===== config.mk =====
export PLATFORM = sky130hd
export DESIGN_NAME = dac_sweep_ctrl
export DESIGN_NICKNAME = d
export VERILOG_FILES = /design/src/rtl/dac_sweep_ctrl.sv
export SDC_FILE = /design/constraint.sdc
export NUM_CORES = 1
export LEC_CHECK = 0
export BUFFER_PORTS_ARGS = -buffer_cell sky130_fd_sc_hd__buf_2
export CAP_MARGIN = 10
export CORE_ASPECT_RATIO = 0.9
export CORE_MARGIN = 1
export CORE_UTILIZATION = 45
export CTS_BUF_LIST = sky130_fd_sc_hd__clkbuf_16
export CTS_CLUSTER_DIAMETER = 200
export CTS_CLUSTER_SIZE = 16
export DETAILED_ROUTE_END_ITERATION = 10
export PLACE_DENSITY = 0.8
export SLEW_MARGIN = 40
export SYNTH_ARGS = -nofsm -noshare
export SYNTH_HDL_FRONTEND = slang
export SYNTH_SLANG_ARGS = --single-unit

===== constraint.sdc =====
create_clock -name clk -period 1.5 [get_ports clk]
set_input_delay 0.15 -clock clk [delete_from_list [all_inputs] [get_ports clk]]
set_output_delay 0.15 -clock clk [all_outputs]
set_load 0.1 [all_outputs]

===== src/rtl/dac_sweep_ctrl.sv =====
// dac_sweep_ctrl
// Sweeps the DAC0 counter of the DAC/comparator macro through every code,
// waits SETTLE cycles after each step, samples the selected comparator pair
// and records the first code at which it trips (VoutP=1, VoutM=0).
//
// Ports:
//   clk, rst_n           clock (shared with the comparators), async low reset
//   start                begin a sweep (sampled only while idle)
//   ref_step             one DAC1 step pulse request (idle only, start wins)
//   comp_sel[1:0]        pair select: 0 NAND, 1 AO22, 2 MX21, 3 -> NAND
//   comp_p/comp_m[2:0]   raw asynchronous VoutP/VoutM of the three pairs
//   cnt0_clk, cnt1_clk   DAC0/DAC1 counter step pulses (registered)
//   en0, en1             DAC0/DAC1 counter enables
//   busy, done           sweep in progress / one-cycle end-of-sweep pulse
//   code                 DAC0 code as tracked here (matches the macro counter)
//   trip_valid/trip_code result of the last sweep, held until the next start
module dac_sweep_ctrl #(
    parameter int CODE_W = 4,
    parameter int SETTLE = 3
) (
    input  logic              clk,
    input  logic              rst_n,
    input  logic              start,
    input  logic              ref_step,
    input  logic [1:0]        comp_sel,
    input  logic [2:0]        comp_p,
    input  logic [2:0]        comp_m,
    output logic              cnt0_clk,
    output logic              cnt1_clk,
    output logic              en0,
    output logic              en1,
    output logic              busy,
    output logic              done,
    output logic [CODE_W-1:0] code,
    output logic              trip_valid,
    output logic [CODE_W-1:0] trip_code
);

    localparam int                CNT_W     = $clog2(SETTLE + 1);
    localparam logic [CNT_W-1:0]  SETTLE_LD = CNT_W'(SETTLE);
    localparam logic [CODE_W-1:0] CODE_MAX  = '1;

    typedef enum logic [2:0] {
        S_IDLE, S_SETTLE, S_SAMPLE, S_STEP, S_WRAP, S_DONE
    } state_t;

    state_t              state_q, state_d;
    logic [CNT_W-1:0]    cnt_q, cnt_d;
    logic [CODE_W-1:0]   code_q, code_d;
    logic [1:0]          sel_q, sel_d;
    logic                tv_q, tv_d;
    logic [CODE_W-1:0]   tc_q, tc_d;
    logic                cnt0_q, cnt0_d;
    logic                cnt1_q, cnt1_d;
    logic                en1_q, en1_d;

    // Two-stage synchronizer on {VoutP, VoutM}; stage [1] is the usable copy.
    logic [1:0][5:0]     sync_q;
    logic [2:0]          p_s, m_s;
    logic                hit;

    assign p_s = sync_q[1][5:3];
    assign m_s = sync_q[1][2:0];

    always_comb begin
        case (sel_q)
            2'd1:    hit = p_s[1] & ~m_s[1];
            2'd2:    hit = p_s[2] & ~m_s[2];
            default: hit = p_s[0] & ~m_s[0];   // 0 and 3 both mean NAND
        endcase
    end

    always_comb begin
        state_d = state_q;
        cnt_d   = cnt_q;
        code_d  = code_q;
        sel_d   = sel_q;
        tv_d    = tv_q;
        tc_d    = tc_q;
        cnt0_d  = 1'b0;
        cnt1_d  = 1'b0;
        en1_d   = 1'b0;
        case (state_q)
            S_IDLE: begin
                if (start) begin
                    state_d = S_SETTLE;
                    cnt_d   = SETTLE_LD;
                    sel_d   = comp_sel;
                    tv_d    = 1'b0;
                    tc_d    = '0;
                    code_d  = '0;
                end else if (ref_step) begin
                    cnt1_d = 1'b1;
                    en1_d  = 1'b1;
                end
            end
            S_SETTLE: begin
                if (cnt_q == CNT_W'(1)) state_d = S_SAMPLE;
                else                    cnt_d   = cnt_q - CNT_W'(1);
            end
            S_SAMPLE: begin
                if (hit && !tv_q) begin
                    tv_d = 1'b1;
                    tc_d = code_q;
                end
                // The step pulse is registered, so it rises on the same edge
                // that advances code: code always mirrors the macro counter.
                cnt0_d = 1'b1;
                if (code_q == CODE_MAX) begin
                    state_d = S_WRAP;
                    code_d  = '0;
                end else begin
                    state_d = S_STEP;
                    code_d  = code_q + CODE_W'(1);
                end
            end
            S_STEP: begin
                cnt_d   = SETTLE_LD;
                state_d = S_SETTLE;
            end
            S_WRAP:  state_d = S_DONE;
            S_DONE:  state_d = S_IDLE;
            default: state_d = S_IDLE;
        endcase
    end

    always_ff @(posedge clk or negedge rst_n) begin
        if (!rst_n) begin
            state_q <= S_IDLE;
            cnt_q   <= '0;
            code_q  <= '0;
            sel_q   <= '0;
            tv_q    <= 1'b0;
            tc_q    <= '0;
            cnt0_q  <= 1'b0;
            cnt1_q  <= 1'b0;
            en1_q   <= 1'b0;
            sync_q  <= '0;
        end else begin
            state_q <= state_d;
            cnt_q   <= cnt_d;
            code_q  <= code_d;
            sel_q   <= sel_d;
            tv_q    <= tv_d;
            tc_q    <= tc_d;
            cnt0_q  <= cnt0_d;
            cnt1_q  <= cnt1_d;
            en1_q   <= en1_d;
            sync_q  <= {sync_q[0], comp_p, comp_m};
        end
    end

    assign busy       = (state_q != S_IDLE);
    assign en0        = busy;
    assign done       = (state_q == S_DONE);
    assign cnt0_clk   = cnt0_q;
    assign cnt1_clk   = cnt1_q;
    assign en1        = en1_q;
    assign code       = code_q;
    assign trip_valid = tv_q;
    assign trip_code  = tc_q;

endmodule


==> run summary <==
Clock sinks: 30
CTS tree: yes
Cells on worst reg2reg path: 6
Min Hold Slack: 0.112 ns
Synth warn: 0
Worst slew margin relative to its limit: 58.1%
Clock Pin Slew Worst Setup and Hold Paths: 0.05 ns
Comb pwr share: 46.1%
Tot GR Track Use: 18.8%
Max Cap Violations: 0
Reg power frac: 29.9%
Post-route clock period utilization: 102%
Worst Path Required: 1.35 ns
Yosys cell types: 33
Final-report hold violation count: 0
Sw Ratio: 41.0%
Mapped Cells: 106
Yosys reg bits: 30
Fin worst setup slack: -0.0326 ns
Status: complete, but fails checks
Worst reg2reg setup slack: 0 ns
Hold Startpoint: comp_sel[0]
Post-synth ARST share: 100%
Post-route cell area: 1800 um^2
Fin. max-slew vios: 0
Layout Cells excl Fill: 186
Post-synth EDFFs: 0
Final wirelength: 2.56 mm
Maximum vdd drop: 0.842 mV
Startpoint of the worst register-to-register path: state_q[0]
Io pins: 27
WHS Path Cells: 3
Critical Path Fanout Max: 4
Kind of end point of the critical path: output port
Cell area after placement: 1460 um^2
Port Buffers: 26
Core area: 2510 um^2
Leakage power: 0.884 nW
Pwr/cell area: 2060 nW/um^2
Routed Antenna Nets: 0
Final setup violation count: 4
Arr. time, crit path: 1.38 ns
Hold Path End: sel_q[0]
Initial antenna violation count: 0
Max Clk Rate: 652 MHz
Failing checks: DRC, setup timing
# H-tree levels: 2
HP Class: input port to register
Worst skew pair latency: 0.27 ns
FP Rows: 17
Vias in the first global route: 917
Worst slew pin tran: 0.629 ns
Internal: 2.19 mW
Global-route wire length before repair: 4.02 mm
Wirelength per Cell: 13.7 um
Antenna diode count: 0
NumNets Final: 173
Critical path class: register to output port
Gpl congestion: 0.807
Startpoint Class: register
Cell area after synthesis: 1230 um^2
Fin crit period: 1.53 ns
Final HPWL DP: 1.58 mm
Share of cells above drive strength 1: 40.5%
Initial Util: 49.0%
Mean post-synth cell area: 11.6 um^2
R2r endpoint: trip_code[3]
Root Driver: clkbuf_16
Die width: 57.1 um
Die area: 2950 um^2
Worst Clk Skew: 0.00490 ns
TritonCTS Buffers: 5
P_sw: 1.52 mW
Seq/Total Area, Yosys: 61.0%
Placed cells: 162
Vias: 982
FILL cells: 162
Die H: 51.6 um
Area Growth Syn to Fin: 46.5%
Router iterations before antenna repair: 7
Largest net degree at the start of global routing: 31
Via-to-Cell Ratio: 5.28
Synth Net Count: 122
Top_reg_cell synth: dfrtp_1
CTS max path bufs: 2
RSZ-0062 raised after global routing: true
Clock Power Share: 24.0%
Total gr overflow: 0
Final core utilization: 71.8%
Initial DRC Count: 28
Residual DRC count: 4
[metrics by stage]
step | power (mW) | setup WS (ns) | setup TNS, ns
2_1_floorplan | 2.23 | -0.00344 | -0.00344
3_3_place_gp | 2.46 | 0.0202 | 0
3_5_place_dp | 2.50 | -0.0279 | -0.0755
4_1_cts | 3.60 | -0.0391 | -0.107
5_1_grt | 3.91 | -0.0610 | -0.313
6_report | 3.71 | -0.0326 | -0.0698
[cell usage after synthesis (all sizes together) (2+ instances only)]
master  number  area share, %
nand2       10            3.1
dfrtp       30             61
buf          2            1.2
ha           4            4.1
or3          3            1.6
inv          8            2.4
o21ai        9            3.7
a22o         5            3.6
nor2b        2            1.0
a21oi        7            3.2
nor2         5            1.5
clkbuf       2           0.61
and2         2            1.1
[worst max-delay path, cell delays in order, from the launching register on]
cell and delay, ns:
dfrtp_1 0.38, buf_6 0.13, or3_4 0.42, buf_12 0.18
[flip-flops by register name, indices dropped and copies added (netlist names), 2 cells and up]
register,flops
sync_q,6
state_q,3
m_s,3
code,4
sel_q,2
trip_code,4
cnt_q,2
p_s,3
[cells by family after synthesis]
kind of cell    after synthesis  share of synthesized area (%)
mux                           1                          0.814
simple gates                 31                           14.5
compound gates               28                           15.3
fa+ha+maj                     4                           4.07
buf+inv                      12                           4.27
flops                        30                           61.0
[how the worst max path moves through the flow]
stage / depth (start not counted) / from / slack [ns] / end
CTS: 3 / state_q[0] / -0.04 / busy
detailed placement: 4 / state_q[2] / -0.03 / trip_code[3]
finish: 3 / state_q[0] / -0.03 / busy
global placement: 4 / state_q[2] / 0.02 / trip_code[0]
global route: 3 / state_q[0] / -0.06 / busy
floorplan: 4 / code[1] / -0.003 / state_q[1]
[timing repair]
action	4_1_cts	5_1_grt
resized for setup	11	12
pin swaps	8	4
hold endpoints to repair	36	0
endpoints found under the setup margin	8	11
hold buffers	7	0
buffers inserted	6	3
[power groups by stage]
stage,combinational (mW),clock (mW),sequential [mW]
floorplan,0.767,0,1.47
global placement,1.36,0,1.10
detailed placement,1.38,0,1.11
CTS,1.60,0.901,1.10
global route,1.82,0.957,1.13
finish,1.71,0.892,1.11
[metal layers]
metal	routed length [um]	share of wire, %	global-route usage, %	up-vias
met5	0	0	0	-
met4	34	1.3	8.54	0
met3	103	4.0	5.97	4
met2	1310	51	32.4	30
met1	1110	43	21.7	482
li1	-	-	-	466
[area by class of cell]
cell class	instances	area (um^2)	share of cell area [%]
flip-flops and latches	30	762	42.3
multi-input cells	64	469	26.0
repair buffers	48	369	20.5
clock buffers	5	125	6.94
well taps	28	35.0	1.94
inverters	8	30.0	1.67
clock inverters	3	11.3	0.625
[placed cells by master, fill, tap and decap left out, types with 3 or more instances in the layout]
| cell type | n |
|---|---|
| dfrtp_1 | 25 |
| buf_2 | 23 |
| buf_4 | 12 |
| nand2_1 | 10 |
| inv_1 | 7 |
| dlygate4sd3_1 | 7 |
| a21oi_1 | 6 |
| a22o_1 | 5 |
| clkbuf_16 | 5 |
| nor2_1 | 4 |
| o21ai_1 | 4 |
| o21ai_0 | 4 |
| ha_1 | 3 |
| clkinv_1 | 3 |
| dfrtp_2 | 3 |
| buf_12 | 3 |
| buf_6 | 3 |
(Power assumes the default switching activity.)
